<file path="config.mk">
export PLATFORM = sky130hd
export DESIGN_NAME = if_fetch_unit_flat
export DESIGN_NICKNAME = d
export VERILOG_FILES = /design/src/rtl/if_fetch_unit_pkg.sv /design/src/rtl/if_fetch_unit_if.sv /design/src/rtl/if_fetch_unit_pc_target_mux.sv /design/src/rtl/if_fetch_unit.sv /design/src/flat_wrapper.sv
export SDC_FILE = /design/constraint.sdc
export NUM_CORES = 1
export LEC_CHECK = 0
export BUFFER_PORTS_ARGS = -buffer_cell sky130_fd_sc_hd__buf_2
export CORE_UTILIZATION = 57
export DETAILED_ROUTE_END_ITERATION = 6
export GPL_TIMING_DRIVEN = 0
export PLACE_DENSITY = 0.94
export SETUP_SLACK_MARGIN = 0.5
export SLEW_MARGIN = 25
export SYNTH_ARGS = -nofsm -noshare
export SYNTH_HDL_FRONTEND = slang
export SYNTH_SLANG_ARGS = --single-unit
</file>
<file path="constraint.sdc">
create_clock -name clk -period 3.8 [get_ports clk]
set_input_delay 0.19 -clock clk [delete_from_list [all_inputs] [get_ports clk]]
set_output_delay 0.19 -clock clk [all_outputs]
set_load 0.1 [all_outputs]
</file>
<file path="src/rtl/if_fetch_unit_pkg.sv">
// Shared fetch-stage types: word type, fetch FSM states,
// IF/ID bundle and reset defaults.
package cpu_pkg;

  typedef logic [31:0] word_t;

  typedef enum logic [1:0] {
    ST_IDLE,
    ST_REQ,
    ST_HELD,
    ST_DROP
  } fetch_state_t;

  typedef struct packed {
    word_t instr;
    word_t npc;
  } if_id_t;

  localparam word_t RESET_PC_DEF  = 32'h0000_0000;
  localparam word_t NOP_INSTR_DEF = 32'h0000_0000;

  function automatic word_t word_align(input word_t a);
    return {a[31:2], 2'b00};
  endfunction

endpackage

</file>
<file path="src/rtl/if_fetch_unit_if.sv">
// Instruction-memory request/response channel between
// the fetch stage and instruction memory.
interface if_fetch_unit_if;
  import cpu_pkg::*;

  logic  imem_req;
  word_t imem_addr;
  logic  imem_ack;
  word_t imem_rdata;

  modport master (
    output imem_req,
    output imem_addr,
    input  imem_ack,
    input  imem_rdata
  );

  modport slave (
    input  imem_req,
    input  imem_addr,
    output imem_ack,
    output imem_rdata
  );

endinterface

</file>
<file path="src/rtl/if_fetch_unit_pc_target_mux.sv">
// Redirect decision and target select for decode-stage
// control transfers (JR over J over taken branch).
module pc_target_mux
  import cpu_pkg::*;
(
  input  logic  valid,
  input  logic  stall,
  input  logic  z,
  input  logic  j,
  input  logic  jr,
  input  word_t branch_addr,
  input  word_t jump_addr,
  input  word_t jr_addr,
  output word_t target,
  output logic  redirect
);

  always_comb begin
    target = branch_addr;
    priority case (1'b1)
      jr:      target = jr_addr;
      j:       target = jump_addr;
      default: target = branch_addr;
    endcase
  end

  // operands are stale during a load-use stall
  assign redirect = valid & ~stall & (jr | j | z);

endmodule

</file>
<file path="src/rtl/if_fetch_unit.sv">
// Instruction fetch stage: PC, imem handshake and the
// IF/ID register, with stall hold and redirect flush.
module if_fetch_unit
  import cpu_pkg::*;
#(
  parameter word_t RESET_PC  = RESET_PC_DEF,
  parameter word_t NOP_INSTR = NOP_INSTR_DEF
) (
  input  logic  clk,
  input  logic  rst_n,
  input  logic  Stall,
  input  logic  Z,
  input  logic  J,
  input  logic  JR,
  input  word_t BranchAddr,
  input  word_t JumpAddr,
  input  word_t JrAddr,
  if_fetch_unit_if.master imem,
  output word_t Instruction_id,
  output word_t NextPC_id,
  output logic  valid_id
);

  fetch_state_t state;
  word_t        pc;
  word_t        addr_q;
  logic         req_q;
  if_id_t       id_q;
  if_id_t       hold_q;
  logic         valid_q;

  word_t pc_inc;
  word_t target;
  logic  redirect;
  logic  ack;
  word_t rdata;

  assign pc_inc = pc + 32'd4;
  assign ack    = imem.imem_ack;
  assign rdata  = imem.imem_rdata;

  pc_target_mux u_mux (
    .valid       (valid_q),
    .stall       (Stall),
    .z           (Z),
    .j           (J),
    .jr          (JR),
    .branch_addr (BranchAddr),
    .jump_addr   (JumpAddr),
    .jr_addr     (JrAddr),
    .target      (target),
    .redirect    (redirect)
  );

  // addr_q doubles as the drop address while in ST_DROP
  always_ff @(posedge clk) begin
    if (!rst_n) begin
      state   <= ST_IDLE;
      pc      <= RESET_PC;
      addr_q  <= RESET_PC;
      req_q   <= 1'b0;
      id_q    <= '{instr: NOP_INSTR, npc: 32'h0};
      hold_q  <= '{instr: NOP_INSTR, npc: 32'h0};
      valid_q <= 1'b0;
    end else begin
      unique case (state)
        ST_IDLE: begin
          state  <= ST_REQ;
          req_q  <= 1'b1;
          addr_q <= pc;
        end
        ST_REQ: begin
          if (ack && redirect) begin
            pc         <= target;
            addr_q     <= target;
            id_q.instr <= NOP_INSTR;
            valid_q    <= 1'b0;
          end else if (ack && Stall) begin
            hold_q <= '{instr: rdata, npc: pc_inc};
            pc     <= pc_inc;
            req_q  <= 1'b0;
            state  <= ST_HELD;
          end else if (ack) begin
            id_q    <= '{instr: rdata, npc: pc_inc};
            valid_q <= 1'b1;
            pc      <= pc_inc;
            addr_q  <= pc_inc;
          end else if (redirect) begin
            pc         <= target;
            id_q.instr <= NOP_INSTR;
            valid_q    <= 1'b0;
            state      <= ST_DROP;
          end else if (!Stall) begin
            id_q.instr <= NOP_INSTR;
            valid_q    <= 1'b0;
          end
        end
        ST_HELD: begin
          if (!Stall) begin
            state <= ST_REQ;
            req_q <= 1'b1;
            if (redirect) begin
              pc         <= target;
              addr_q     <= target;
              id_q.instr <= NOP_INSTR;
              valid_q    <= 1'b0;
            end else begin
              addr_q  <= pc;
              id_q    <= hold_q;
              valid_q <= 1'b1;
            end
          end
        end
        ST_DROP: begin
          id_q.instr <= NOP_INSTR;
          valid_q    <= 1'b0;
          if (ack) begin
            state  <= ST_REQ;
            addr_q <= pc;
          end
        end
        default: state <= ST_IDLE;
      endcase
    end
  end

  assign imem.imem_req  = req_q;
  assign imem.imem_addr = word_align(addr_q);

  assign Instruction_id = id_q.instr;
  assign NextPC_id      = id_q.npc;
  assign valid_id       = valid_q;

endmodule

</file>
<file path="src/flat_wrapper.sv">
// flat-port wrapper written by rule: the top's interface ports become plain ports
module if_fetch_unit_flat import cpu_pkg::*;
#(
  parameter word_t RESET_PC  = RESET_PC_DEF,
  parameter word_t NOP_INSTR = NOP_INSTR_DEF
)
  (clk, rst_n, Stall, Z, J, JR, BranchAddr, JumpAddr, JrAddr, Instruction_id, NextPC_id, valid_id, imem_imem_req, imem_imem_addr, imem_imem_ack, imem_imem_rdata);
  if_fetch_unit_if imem_i ();
  input  logic clk;
  input  logic rst_n;
  input  logic Stall;
  input  logic Z;
  input  logic J;
  input  logic JR;
  input  word_t BranchAddr;
  input  word_t JumpAddr;
  input  word_t JrAddr;
  output word_t Instruction_id;
  output word_t NextPC_id;
  output logic valid_id;
  output wire logic [$bits(imem_i.imem_req)-1:0] imem_imem_req;
  output wire logic [$bits(imem_i.imem_addr)-1:0] imem_imem_addr;
  input wire logic [$bits(imem_i.imem_ack)-1:0] imem_imem_ack;
  input wire logic [$bits(imem_i.imem_rdata)-1:0] imem_imem_rdata;
  assign imem_imem_req = imem_i.imem_req;
  assign imem_imem_addr = imem_i.imem_addr;
  assign imem_i.imem_ack = imem_imem_ack;
  assign imem_i.imem_rdata = imem_imem_rdata;
  if_fetch_unit #(.RESET_PC(RESET_PC), .NOP_INSTR(NOP_INSTR)) u_core (.clk(clk), .rst_n(rst_n), .Stall(Stall), .Z(Z), .J(J), .JR(JR), .BranchAddr(BranchAddr), .JumpAddr(JumpAddr), .JrAddr(JrAddr), .imem(imem_i), .Instruction_id(Instruction_id), .NextPC_id(NextPC_id), .valid_id(valid_id));
endmodule
</file>
Word level (Yosys, flattened, before mapping)

Cells that the tools add are included.

Bits in registers: 196
Bits of input ports: 135
Output and inout bits: 98

$add $sub $neg: 1
Muxes and demuxes: 43
Reduce and logical (&&, ||, !) cells: 13
Bitwise logic cells: 6
Equal/unequal tests: 15

Operator list:

| operator              | number |
|---|---|
| $mux 32               | 18 |
| $mux 64               | 2 |
| $pmux 32 s2           | 2 |
| $pmux 32 s4           | 1 |
| $pmux 32 s3           | 1 |
| $add 32x3->32 const B | 1 |
| $mux 2                | 6 |
| $ne 2x2->1 const B    | 6 |
| $reduce_and 4->1      | 3 |
| $mux 1                | 10 |
| $ne 3x2->1 const B    | 3 |
| $pmux 2 s4            | 1 |
| $pmux 1 s3            | 2 |
| $reduce_and 6->1      | 1 |
| $reduce_bool 3->1     | 2 |
| $ne 5x3->1 const B    | 1 |
| $reduce_and 5->1      | 1 |
| $eq 2x2->1 const B    | 2 |
| $ne 3x1->1 const B    | 1 |
| $reduce_and 3->1      | 1 |
| $and 1x1->1           | 2 |
| $eq 2x1->1 const B    | 1 |
| $logic_and 1x1->1     | 2 |
| $logic_not 2->1       | 1 |
| other kinds (5)       | 7 |

Logic depth before layout (Yosys ltp)

Depth after elaboration: 8
Mapped depth: 10
Gate-level depth less buffers: 8

Cells and area by module

Synthesis repeated with hierarchy kept, for this count alone.

Cell total of the unflattened synthesis: 1,394
Area, all modules: 10,695.3 sq um

By module, submodules not included:

| module        | area each (sq um) | cells each | times used |
|---|---|---|---|
| if_fetch_unit | 9,967.1           | 1,285      | 1 |
| pc_target_mux | 728.2             | 109        | 1 |

Worst setup path after synthesis

No wires, ideal clock.

Kind: reg2reg
Start: register u_core.valid_q (netlist: u_core.valid_id)
End: register u_core.addr_q[20]
Setup time: 87 ps
Path slack: 1,289 ps
Arrival time: 2,424 ps
Period minus slack after synthesis: 2,511 ps
Cell stages (with the launch flop): 9
Cells stage by stage: dfxtp_1 -> o31ai_4 -> nor2_2 -> buf_2 -> buf_1 -> nand3_1 -> nand3_1 -> o211ai_1 -> o31ai_1

Word-level cells in the longest chain between the ends: 5

Ends and longest elaborated chain:

| element                                                | line                              | text |
|---|---|---|
| from (decl)                                            | if_fetch_unit.sv:30               | `logic valid_q;` |
| from (signal assigned)                                 | if_fetch_unit.sv:64               | `valid_q <= 1'b0;` |
| from (signal assigned)                                 | if_fetch_unit.sv:77               | `valid_q <= 1'b0;` |
| from (signal assigned)                                 | if_fetch_unit.sv:85               | `valid_q <= 1'b1;` |
| $and 1x1->1 * (2 in series)                            | if_fetch_unit_pc_target_mux.sv:28 | `assign redirect = valid & ~stall & (jr \| j \| z);` |
| $mux 32 / $logic_and 1x1->1 (equally long branches)    | -                                 |  |
| $mux 32 (tied with other cells)                        | if_fetch_unit.sv:99               | `if (!Stall) begin` |
| $pmux 32 s4 / $reduce_and 4->1 (equally long branches) | -                                 |  |
| to (signal assigned)                                   | if_fetch_unit.sv:70               | `addr_q <= pc;` |
| to (signal assigned)                                   | if_fetch_unit.sv:75               | `addr_q <= target;` |
| to (signal assigned)                                   | if_fetch_unit.sv:104              | `addr_q <= target;` |
| to (decl)                                              | if_fetch_unit.sv:26               | `word_t addr_q;` |

Mark *: on every way between the ends. The rest lies on a longest branch, timed or not. The select of a mux whose other input is x is not followed.
A chain may end at the register's enable or synchronous reset.

Worst setup path in the final report

Start: register u_core.pc[3]
End: register u_core.addr_q[30]

Word-level cells in the longest chain between the ends: 5

Ends and longest elaborated chain:

| element                | line                | text |
|---|---|---|
| from (decl)            | if_fetch_unit.sv:25 | `word_t pc;` |
| from (signal assigned) | if_fetch_unit.sv:74 | `pc <= target;` |
| from (signal assigned) | if_fetch_unit.sv:80 | `pc <= pc_inc;` |
| from (signal assigned) | if_fetch_unit.sv:86 | `pc <= pc_inc;` |
| $add 32x3->32          | if_fetch_unit.sv:38 | `assign pc_inc = pc + 32'd4;` |
| $mux 32                | if_fetch_unit.sv:83 | `end else if (ack) begin` |
| $mux 32                | if_fetch_unit.sv:78 | `end else if (ack && Stall) begin` |
| $mux 32                | if_fetch_unit.sv:73 | `if (ack && redirect) begin` |
| $pmux 32 s4            | if_fetch_unit.sv:66 | `unique case (state)` |
| to (signal assigned)   | if_fetch_unit.sv:70 |  |
| to (signal assigned)   | if_fetch_unit.sv:75 |  |
| to (signal assigned)   | if_fetch_unit.sv:87 | `addr_q <= pc_inc;` |

Every way passes these cells. The select of a mux whose other input is x is not followed.

==> summary.md <==
| Metric | Value |
|---|---|
| First-pass GRT wire length | 61770 um |
| Area contributors post-synth | dfxtp_1 (37%), o21ai_0 (7.1%), nand2_1 (7.1%) |
| Wire length per cell | 22.39 um |
| Yosys warning count | 0 |
| Register area share after synthesis | 36.99% |
| Crit-path leading delay family | simple AND/OR/NAND/NOR gates |
| CTS buffer count | 17 |
| Root buffer cell | clkbuf_16 |
| Fin Setup TNS | 0 ps |
| Crit path DAT | 3500 ps |
| Initial antenna violation count | 1 |
| GRT Total Usage | 43.78% |
| # setup viols final | 0 |
| Crit-path max FO | 7 |
| Startpoint class of the critical path | register |
| Number of synthesized register bits | 194 |
| Worst skew pair latency | 440 ps |
| FF-to-FF setup slack | 630 ps |
| Post-placement cell count | 1812 |
| Post-layout nets | 1742 |
| Max Fclk | 315.3 MHz |
| Remaining antenna violation count | 0 |
| Hold Startpoint | imem_imem_rdata[3] |
| Share of cells above drive strength 1 | 19.95% |
| Worst EP required | 4130 ps |
| Worst-path cell chain | ha_1 -> nand4_1 -> nor2_1 -> and4_1 -> xnor2_1 -> nor2_1 -> o311a_1 |
| CP max stage delay | 650 ps |
| WHS Path Cells | 3 |
| Gp weighted congestion | 1.056 |
| Crit Path Class | register to register |
| Via count of the routed design | 12106 |
| Post-Synthesis Cells | 1355 |
| Worst hold path type | input pin to register |
| Initial Util | 58.25% |
| H-tree depth | 4 |
| Port Buf Inserts | 227 |
| Unique masters post-synth | 66 |
| Die H | 137.7 um |
| Final Non-Filler Cells | 1843 |
| CTS tree | built |
| Post-CTS Setup Bufs | 0 |
| Syn avg cell area | 7.748 um2 |
| Vias/cell | 6.569 |
| Vias in the first global route | 11120 |
| CTS max path bufs | 2 |
| Post-synth top cells | nand2_1 (198), dfxtp_1 (194), o21ai_0 (149), nor2_1 (126), clkbuf_1 (91) |
| Cell accounting for the most synthesized area | dfxtp_1 |
| Post-synth top area share | 36.99% |
| Clock slew at reported path FFs | 80 ps |
| Setup repair after global routing missed its margin | false |
| Min Tclk post-route | 3171 ps |
| Dpl hpwl | 30310 um |
| Syn Std Cell Area | 10500 um2 |
| Worst slew pin tran | 1136 ps |
| Top_reg_cell synth | dfxtp_1 |
| Total routed wirelength | 41260 um |
| 1st-iter DRT viols | 1568 |
| CP Capture Type | register |
| Leak | 0.005303 uW |
| Clock sinks | 194 |
| Max_cap viols | 0 |
| Diode count | 0 |
| Final slew viol count | 0 |
| Iteration count of the initial detailed-routing pass | 6 |
| End of the worst hold path | u_core.hold_q[35]$_SDFFE_PN0P_ |
| Relative slew slack | 23.83% |
| Clock skew | 13.10 ps |
| Final Hold Viols | 0 |
| Fin util | 69.33% |
| Peak VDD IR | 0.0004367 V |
| GRT overflow | 0 |
| Die X | 137.7 um |
| Area grow syn2layout | 19.03% |
| Ports | 233 |
| Slowest library cell on the worst path | nor2_1 |
| Post-CTS sizing | 0 |
| Critical path buffers and inverters | 0 |
| EDFF count, synth | 0 |
| Largest net degree at the start of global routing | 19 |
| Die area | 18970 um2 |
| DRC | 0 |
| Critical Path Most Common Cell | nor2_1 |
| Status | finished clean |
| Reg2reg path depth | 7 |
| Fin crit share | 83.46% |
| Reg2reg start | u_core.pc[3]$_SDFFE_PN0P_ |
| Most common cell in the netlist | nand2_1 |
| Asr flop ratio synth | 0% |
| Number of core rows | 49 |
| Post-CTS Hold Buffers | 0 |
| Final hold slack | 6.199 ps |
| Core footprint | 18020 um2 |
| PD cells | 584.4 nW/um2 |
| R2R Path End | u_core.addr_q[30]$_SDFFE_PN0P_ |
-- worst min-delay path: stages --
cell	delay (ps)
buf_2	110
nand2_1	40
a21boi_0	60
-- metrics by stage --
step                setup slack, ps  instance area [um2]  power [uW]
floorplan                      1289                10500        4706
global placement              737.1                11930        5420
detailed placement            915.6                11940        5471
CTS                           894.7                12500        7189
global route                  640.9                12500        7527
finish                        628.7                12500        7304
-- sequential cells by signal (all words and copies together), names as in the netlist --
name,count
u_core.Instruction_id,32
u_core.pc,32
u_core.hold_q,64
u_core.valid_id,1
u_core.imem.imem_req,1
u_core.NextPC_id,32
u_core.addr_q,30
u_core.state,2
-- report_power, final --
part / switching [uW] / internal [uW]
logic: 2430 / 667
clock network: 883 / 883
registers: 167 / 2270
-- logic make-up after synthesis --
family / synth area share [%]
AND/OR/NAND/NOR: 20.56
AO/OA/AOI/OAI: 29.02
flip-flops: 36.99
buffers and inverters: 5.565
multiplexers: 4.648
XOR/XNOR: 2.586
adder cells (fa/ha/maj): 0.5959
other: 0.03572
-- worst max-delay path by stage --
stage | from | slack (ps) | end | cells past startpoint
global route | u_core.pc[3]$_SDFFE_PN0P_ | 640 | u_core.addr_q[30]$_SDFFE_PN0P_ | 7
global placement | u_core.state[0]$_SDFFE_PN0P_ | 740 | u_core.addr_q[20]$_SDFFE_PN0P_ | 7
floorplan | u_core.valid_id$_SDFFE_PN0P_ | 1290 | u_core.addr_q[20]$_SDFFE_PN0P_ | 8
CTS | u_core.state[0]$_SDFFE_PN0P_ | 890 | u_core.pc[20]$_SDFFE_PN0P_ | 9
detailed placement | u_core.state[0]$_SDFFE_PN0P_ | 920 | u_core.pc[20]$_SDFFE_PN0P_ | 9
finish | u_core.pc[3]$_SDFFE_PN0P_ | 630 | u_core.addr_q[30]$_SDFFE_PN0P_ | 7
-- area by class of cell --
type | instances | area, um2
multi-input cells | 1023 | 6045
fillers | 1482 | 5528
flip-flops and latches | 194 | 3884
repair buffers | 227 | 1136
plain buffers | 132 | 558.0
clock buffers | 19 | 442.9
well taps | 229 | 286.5
clock inverters | 12 | 118.9
inverters | 7 | 26.28
-- layout by cell type, fill, tap and decap left out, drive strengths merged, types with 6 or more instances in the layout --
master  instances
nor3           12
nand2b          7
buf           268
mux2            6
nor3b           8
and2           14
inv            13
o211ai         24
o211a          19
o221a           6
a31oi           7
dfxtp         194
or3            17
a211oi         13
mux2i          42
nand3          50
nor2          127
xor2           16
nand4          17
a21oi          87
a221oi         48
o31ai           9
a21o            7
clkbuf        110
a21boi         43
and3           12
xnor2          15
o21ai         151
o221ai         14
nand2         199
-- per-layer routing --
layer	track usage (%)	vias to the layer above	part of all wire [%]
li1	-	5381	-
met1	52.77	5607	36
met2	67.62	921	43
met3	13.02	197	13
met4	28.50	0	7.2
met5	0	-	0
(Power assumes the default switching activity.)
